`src/rtl/mult_sched_pkg.sv`:
```
// Shared types and constants for the multiplier scheduler (mult_sched) and its arbiter.
// Optional zero-operand bypass in the top is enabled with MULT_SCHED_ZERO_BYPASS_EN.
package mult_sched_pkg;

    localparam int DEF_W    = 32;
    localparam int DEF_NREQ = 2;

    // Pointer width for a requester index; never narrower than one bit.
    function automatic int ptr_width(input int n);
        return (n > 1) ? $clog2(n) : 1;
    endfunction

    localparam int DEF_PTR_W = ptr_width(DEF_NREQ);

    typedef enum logic [1:0] {
        S_IDLE  = 2'd0,
        S_START = 2'd1,
        S_WAIT  = 2'd2,
        S_RESP  = 2'd3
    } state_e;

endpackage

```
`src/rtl/mult_sched_rr_arbiter.sv`:
```
// Combinational round-robin arbiter: grants the first set request at or after ptr,
// wrapping modulo NREQ, and returns both the one-hot grant and its index.
module rr_arbiter
    import mult_sched_pkg::*;
#(
    parameter int NREQ = DEF_NREQ,
    parameter int PW   = ptr_width(NREQ)
) (
    input  logic [NREQ-1:0] req,
    input  logic [PW-1:0]   ptr,
    output logic [NREQ-1:0] gnt,
    output logic [PW-1:0]   gnt_idx,
    output logic            gnt_any
);

    logic [2*NREQ-1:0] dbl;
    logic [NREQ-1:0]   rot;
    logic [PW:0]       sum;

    always_comb begin
        // Rotate so bit 0 of rot is the requester the pointer names.
        dbl     = {req, req} >> ptr;
        rot     = dbl[NREQ-1:0];
        sum     = '0;
        gnt_any = 1'b0;
        for (int i = 0; i < NREQ; i++) begin
            if (!gnt_any && rot[i]) begin
                gnt_any = 1'b1;
                sum     = {1'b0, ptr} + (PW+1)'(i);
            end
        end
        if (sum >= (PW+1)'(NREQ)) begin
            sum = sum - (PW+1)'(NREQ);
        end
        gnt_idx = sum[PW-1:0];
        gnt     = gnt_any ? (NREQ'(1) << gnt_idx) : '0;
    end

endmodule

```
`src/rtl/mult_sched.sv`:
```
// Round-robin scheduler sharing one iterative multiplier between NREQ requesters.
// Define MULT_SCHED_ZERO_BYPASS_EN to answer zero-operand requests without the multiplier.
module mult_sched
    import mult_sched_pkg::*;
#(
    parameter int NREQ = DEF_NREQ,
    parameter int W    = DEF_W
) (
    input  logic              clk,
    input  logic              reset,
    input  logic [NREQ-1:0]   req_valid,
    input  logic [NREQ*W-1:0] req_a,
    input  logic [NREQ*W-1:0] req_b,
    input  logic [NREQ-1:0]   req_signed,
    output logic [NREQ-1:0]   req_ready,
    output logic [NREQ-1:0]   rsp_valid,
    output logic [W-1:0]      rsp_data,
    output logic [W-1:0]      m_a,
    output logic [W-1:0]      m_b,
    output logic              m_signed,
    output logic              m_doMult,
    input  logic [W-1:0]      m_out,
    input  logic              m_done
);

    localparam int PW = ptr_width(NREQ);

    state_e        state_q, state_d;
    logic [PW-1:0] ptr_q, ptr_d;
    logic [PW-1:0] gnt_q, gnt_d;
    logic [W-1:0]  a_q, a_d;
    logic [W-1:0]  b_q, b_d;
    logic [W-1:0]  prod_q, prod_d;
    logic          sgn_q, sgn_d;
    logic          done_q, done_d;

    logic [NREQ-1:0] arb_gnt;
    logic [PW-1:0]   arb_idx;
    logic            arb_any;
    logic [W-1:0]    sel_a;
    logic [W-1:0]    sel_b;
    logic            sel_sgn;

    rr_arbiter #(
        .NREQ (NREQ),
        .PW   (PW)
    ) u_arb (
        .req     (req_valid),
        .ptr     (ptr_q),
        .gnt     (arb_gnt),
        .gnt_idx (arb_idx),
        .gnt_any (arb_any)
    );

    // One-hot grant makes an OR-mux sufficient for operand selection.
    always_comb begin
        sel_a   = '0;
        sel_b   = '0;
        sel_sgn = 1'b0;
        for (int i = 0; i < NREQ; i++) begin
            sel_a   = sel_a | (arb_gnt[i] ? req_a[i*W +: W] : '0);
            sel_b   = sel_b | (arb_gnt[i] ? req_b[i*W +: W] : '0);
            sel_sgn = sel_sgn | (arb_gnt[i] & req_signed[i]);
        end
    end

    always_comb begin
        state_d   = state_q;
        ptr_d     = ptr_q;
        gnt_d     = gnt_q;
        a_d       = a_q;
        b_d       = b_q;
        sgn_d     = sgn_q;
        prod_d    = prod_q;
        // Tracking m_done every cycle means a done still high at START is
        // already recorded, so only a fresh rising edge completes WAIT.
        done_d    = m_done;
        req_ready = '0;
        rsp_valid = '0;
        rsp_data  = '0;
        m_a       = '0;
        m_b       = '0;
        m_signed  = 1'b0;
        m_doMult  = 1'b0;

        case (state_q)
            S_IDLE: begin
                // Gated by reset so no accept pulse leaks out while reset is held.
                if (arb_any && !reset) begin
                    req_ready = arb_gnt;
                    gnt_d     = arb_idx;
                    a_d       = sel_a;
                    b_d       = sel_b;
                    sgn_d     = sel_sgn;
                    state_d   = S_START;
`ifdef MULT_SCHED_ZERO_BYPASS_EN
                    if ((sel_a == '0) || (sel_b == '0)) begin
                        prod_d  = '0;
                        state_d = S_RESP;
                    end
`endif
                end
            end
            S_START: begin
                m_doMult = 1'b1;
                m_a      = a_q;
                m_b      = b_q;
                m_signed = sgn_q;
                state_d  = S_WAIT;
            end
            S_WAIT: begin
                m_a      = a_q;
                m_b      = b_q;
                m_signed = sgn_q;
                if (m_done && !done_q) begin
                    prod_d  = m_out;
                    state_d = S_RESP;
                end
            end
            S_RESP: begin
                rsp_valid = NREQ'(1) << gnt_q;
                rsp_data  = prod_q;
                ptr_d     = (gnt_q == PW'(NREQ-1)) ? '0 : gnt_q + PW'(1);
                state_d   = S_IDLE;
            end
            default: begin
                state_d = S_IDLE;
            end
        endcase
    end

    always_ff @(posedge clk or posedge reset) begin
        if (reset) begin
            state_q <= S_IDLE;
            ptr_q   <= '0;
            gnt_q   <= '0;
            a_q     <= '0;
            b_q     <= '0;
            sgn_q   <= 1'b0;
            prod_q  <= '0;
            done_q  <= 1'b0;
        end else begin
            state_q <= state_d;
            ptr_q   <= ptr_d;
            gnt_q   <= gnt_d;
            a_q     <= a_d;
            b_q     <= b_d;
            sgn_q   <= sgn_d;
            prod_q  <= prod_d;
            done_q  <= done_d;
        end
    end

endmodule

```
`config.mk`:
```
export PLATFORM = sky130hd
export DESIGN_NAME = mult_sched
export DESIGN_NICKNAME = d
export VERILOG_FILES = /design/src/rtl/mult_sched_pkg.sv /design/src/rtl/mult_sched_rr_arbiter.sv /design/src/rtl/mult_sched.sv
export SDC_FILE = /design/constraint.sdc
export NUM_CORES = 1
export LEC_CHECK = 0
export CAP_MARGIN = 20
export CORE_ASPECT_RATIO = 1.2
export CORE_MARGIN = 5
export CORE_UTILIZATION = 35
export CTS_CLUSTER_SIZE = 16
export DETAILED_ROUTE_END_ITERATION = 8
export GPL_TIMING_DRIVEN = 1
export PLACE_DENSITY = 0.87
export SLEW_MARGIN = 10
export SYNTH_ARGS = -nofsm -noshare
export SYNTH_HDL_FRONTEND = slang
export SYNTH_SLANG_ARGS = --single-unit
```
`constraint.sdc`:
```
create_clock -name clk -period 3.1 [get_ports clk]
set_input_delay 0.62 -clock clk [delete_from_list [all_inputs] [get_ports clk]]
set_output_delay 0.62 -clock clk [all_outputs]
set_load 0.03 [all_outputs]
```
# [After elaboration in Yosys (flattened, before gate mapping)]
# Cells that the tools add are included.
[word_totals] rom_bits=0 latchBits=0 out_inout_bits=102 ramBits=0 input_bits=167 ff_bits=102 n_memories=0
[op_classes] order_cmp=1 shifts=3 div_mod_pow=0 n_mul=0 n_eq_ne=5 bitwise=5 addsub=3 reduce_logical=11 n_mux=22
[op_table] operator="32-bit two-way mux" count=7
[op_table] operator="32-bit OR" count=2
[op_table] operator="2-bit two-way mux" count=7
[op_table] operator="2-bit one-hot mux with 4 select lines" count=1
[op_table] operator="1-bit two-way mux" count=7
[op_table] operator="2-bit AND reduction" count=3
[op_table] operator="2-bit equality test (second input constant)" count=2
[op_table] operator="2-bit != test (second input constant)" count=2
[op_table] operator="1-bit by 1-bit << shifter with 2-bit output (first input constant)" count=2
[op_table] operator="4-bit by 1-bit right shift with 2-bit output" count=1
[op_table] operator="1-bit logical AND" count=3
[op_table] operator="1-bit zero test" count=3
[op_table] operator="1-bit by 1-bit adder with 2-bit output (second input constant)" count=1
[op_table] operator="1-bit bitwise AND" count=2
[op_table] operator="2-bit by 1-bit equality test with 1-bit output (second input constant)" count=1
[op_table] operator="2-bit >= comparator (second input constant)" count=1
[op_table] operator="2-bit zero test" count=1
[op_table] operator="2-bit OR reduction" count=1
[op_table] operator="1-bit adder (second input constant)" count=1
[op_table] operator="1-bit OR" count=1
[op_table] operator="1-bit subtractor (second input constant)" count=1

# [Longest topological paths before layout]
# Gate-level depths: netlist (run 1).
[logic_depth] depth_word=11 mapped_depth=8

# [By module]
# A second synthesis (run 1) with hierarchy kept.
[hier_totals] hier_cells=498 area_unflattened_um2=5133.7
[by_module_without_submodules] mod="mult_sched" seq_area_each_um2=2552.4 area_each_um2=5101.1 instances=1 cells_each=493
[by_module_without_submodules] mod="rr_arbiter" seq_area_each_um2=0.0 area_each_um2=32.5 instances=1 cells_each=5

# [Worst setup path before layout (run 1)]
# No wires, ideal clock.
[synth_path] kind="flip-flop to output port" from="register state_q[0]" to="output port m_a[0]" setup_slack_ns=0.983 required_time_ns=2.480 stages_incl_launch_ff=6 n_path_buf=2 arrival_time_ns=1.497 cell_sequence="dfrtp_1 > inv_1 > ha_1 > clkbuf_1 > clkbuf_1 > and2_1"
[synth_via] elab_chain_cells=3 word_cells_on_any_way=4 classes_between="2 x eq/ne; 1 x mux; 1 x reduce/logical"
[synth_rtl] item="start, declared" line="mult_sched.sv:28" rtl="state_e state_q, state_d;"
[synth_rtl] item="start signal, assigned" line="mult_sched.sv:143" rtl="state_q <= state_d;"
[synth_rtl] item="2-bit equality test or 2-bit by 1-bit equality test with 1-bit output (tied branches)" line="mult_sched.sv:86" rtl="case (state_q)"
[synth_rtl] item="2-bit OR reduction (no line) (*)"
[synth_rtl] item="32-bit two-way mux (*)" line="mult_sched.sv:86"
[synth_rtl] item="end, declared" line="mult_sched.sv:18" rtl="output logic [W-1:0] m_a,"
# Mark *: on every way between the ends. The rest lies on a longest branch, timed or not.

# [Final worst setup path (run 1)]
[layout_path] from="register state_q[1]" to="output port m_a[19]"
# The elaborated chain is that of the path after synthesis.

==> metrics.txt, run 1 <==
outcome completed; min-delay worst type reg2reg; Fillers 1182; DR pass1 iterations 4; Routed WL per cell 19.2 um; post-CTS setup buffer count 0; die area 17100 sq um; post-synthesis cell count 431; Area Growth Syn to Fin 61.4%; critical path required time 2480 ps; Design Area, Final 8230 sq um; Post-Route WL 16500 um; max-slew violations 0; Clock Path Buffers 2; Syn Nets 603; top cells by area, synth dfrtp_1, a221o_1, and2_1; die height 142 um; Die Width 120 um; PwrDens 1030 nW/um^2; Cell variety after synth 23; vias in the first global route 4788; Core Region 14400 sq um; via count 4534; unrepaired setup endpoints after global routing false; pin count of the biggest net entering global routing 66; commonest cells in the netlist dfrtp_1, and2_1, a221o_1, a21boi_0, mux2_2; Reg clk slew, reported paths 60 ps; DRC viols 0; Cell Area, Placed 7890 sq um; routability-driven placement congestion ratio 0.805; Worst Skew 10.0 ps; crit-path max FO 30; n_diodes 0; post-synthesis sequential area ratio 0.500; fin crit period 2980 ps; cell with the most instances after synthesis dfrtp_1; Initial Utilization 0.355; port bufs 268; # Max-Cap Violations 0; overall routing resource usage 0.188; Routed Antenna Nets 0; share of cells above drive strength 1 0.103; first-pass GRT wire length 25400 um; htree depth 3; area leader, netlist dfrtp_1; top-area cell type share of the netlist area 0.500; grt ovf 0; final std cells w/o fill 861; dominant synthesized flop cell dfrtp_1; Final Cycle Share 0.960; EDFF count, synth 0; Fmax 336 MHz; leakage 3.44 nW; Top-Level Pins 269; number of buffers created by CTS 9; Setup Viol. Count Final 0; Slew @ Worst Pin 740 ps; Vias/cell 5.27; CP Class reg2out; YS warnings 0; CP Capture Type primary output; Starting DRT DRC Count 167; Synth Area per Inst 11.8 sq um; clk root buf clkbuf_16; Detail Placement HPWL 12400 um; Final nets 853; WP data arrival 2360 ps; total power 8.45 mW; ys async rst share 1.00; Post-Route Setup TNS 0 ps; CTS Sinks 102; area of the mapped netlist 5100 sq um; Rows 48; Hold Vio Cnt, Final 0; Core Util, Final 0.573; VDD IR-drop max 0.606 mV; worst skew pair latency 340 ps; antenna violations before repair 2; Seq cells post-synth 102; max_slew headroom 0.506; crit start category register; TritonCTS clock tree done; dpl cells 845
## final timing paths
path / start / end / slack, ps / cells past startpoint
min in group asynchronous: reset / a_q[6] / 770 / 2
setup / recovery: state_q[1] / m_a[19] / 120 / 5
max in group asynchronous: reset / a_q[19] / 1610 / 3
hold / removal: prod_q[11] / prod_q[11] / 490 / 1
hold reg to reg: prod_q[11] / prod_q[11] / 490 / 1
setup reg to reg: state_q[1] / a_q[13] / 990 / 6
## cell families after synthesis
logic type | Yosys count | share of synthesized area
flip-flops | 102 | 0.500
multiplexers | 33 | 0.0729
AO/OA/AOI/OAI | 134 | 0.229
adder cells (fa/ha/maj) | 5 | 0.0123
AND/OR/NAND/NOR | 112 | 0.138
buffers and inverters | 45 | 0.0474
## critical path, stage by stage, from the launching register on
cell             delay, ps
dfrtp_1                400
inv_1                  110
ha_2                   340
buf_4                  280
and2_1                 200
clkdlybuf4s50_1        680
## through the flow
step | setup slack, ps | hold slack (ps)
after floorplan | 983 | 470
after global placement | 524 | 478
after detailed placement | 475 | 487
after CTS | 83.7 | 502
after global routing | 2.49 | 514
final | 125 | 495
## layout make-up
cell class | instances | area, sq um | share of cell area
flip-flops and latches | 102 | 2550 | 0.310
clock buffers | 10 | 239 | 0.0290
multi-input cells | 284 | 2310 | 0.280
repair buffers | 281 | 2810 | 0.341
inverters | 3 | 15.0 | 0.00182
well taps | 175 | 219 | 0.0266
clock inverters | 6 | 91.3 | 0.0111
## cells in the final DEF, fill, tap and decap left out, drive strengths merged, types with 2 or more instances in the layout
cell	instances
bufinv	2
dfrtp	102
a21boi	65
ha	5
nor2	4
clkinv	2
clkdlybuf4s50	262
dlymetal6s2s	3
nor2b	2
buf	16
a221o	65
clkbuf	10
and3	2
and2	98
nand2b	2
inv	4
mux2	33
nand2	2
## state kept, by name, summed over array words and instances, names as in the netlist
register  count
prod_q       32
ptr_q         1
done_q        1
state_q       2
a_q          32
b_q          32
sgn_q         1
gnt_q         1
## repair_timing
action	4_1_cts	5_1_grt
endpoints found under the hold margin	0	0
setup endpoints to repair	0	3
hold buffers	0	0
gates resized for setup	0	3
## layer usage
layer | up-vias | share of wire | routed length, um | global-route usage
li1 | 2066 | - | - | -
met1 | 2189 | 0.38 | 6320 | 0.224
met2 | 234 | 0.50 | 8260 | 0.320
met3 | 41 | 0.079 | 1310 | 0.0501
met4 | 4 | 0.035 | 583 | 0.0869
met5 | - | 0.0016 | 27 | 0
## where the power goes
| part | leakage, nW | switching, mW | internal, mW |
|---|---|---|---|
| registers | 1.26 | 0.309 | 1.96 |
| clock network | 0.163 | 0.497 | 0.736 |
| logic | 2.03 | 2.62 | 2.32 |
| total | 3.44 | 3.43 | 5.02 |
(Power assumes the default switching activity.)
==> run 2: changes to the inputs <==
--- a/config.mk
+++ b/config.mk
@@ -13,6 +13,7 @@
 export DETAILED_ROUTE_END_ITERATION = 8
 export GPL_TIMING_DRIVEN = 1
 export PLACE_DENSITY = 0.87
+export SKIP_LAST_GASP = 1
 export SLEW_MARGIN = 10
 export SYNTH_ARGS = -nofsm -noshare
 export SYNTH_HDL_FRONTEND = slang
==> results of run 2 <==
Same layout as run 1: the final DEF is identical, and so are final timing and power.
==> run 3: changes to the inputs <==
--- a/config.mk
+++ b/config.mk
@@ -14,7 +14,7 @@
 export GPL_TIMING_DRIVEN = 1
 export PLACE_DENSITY = 0.87
 export SKIP_LAST_GASP = 1
-export SLEW_MARGIN = 10
+export SLEW_MARGIN = 20
 export SYNTH_ARGS = -nofsm -noshare
 export SYNTH_HDL_FRONTEND = slang
 export SYNTH_SLANG_ARGS = --single-unit
==> results of run 3 <==
Same layout as run 1: the final DEF is identical, and so are final timing and power.
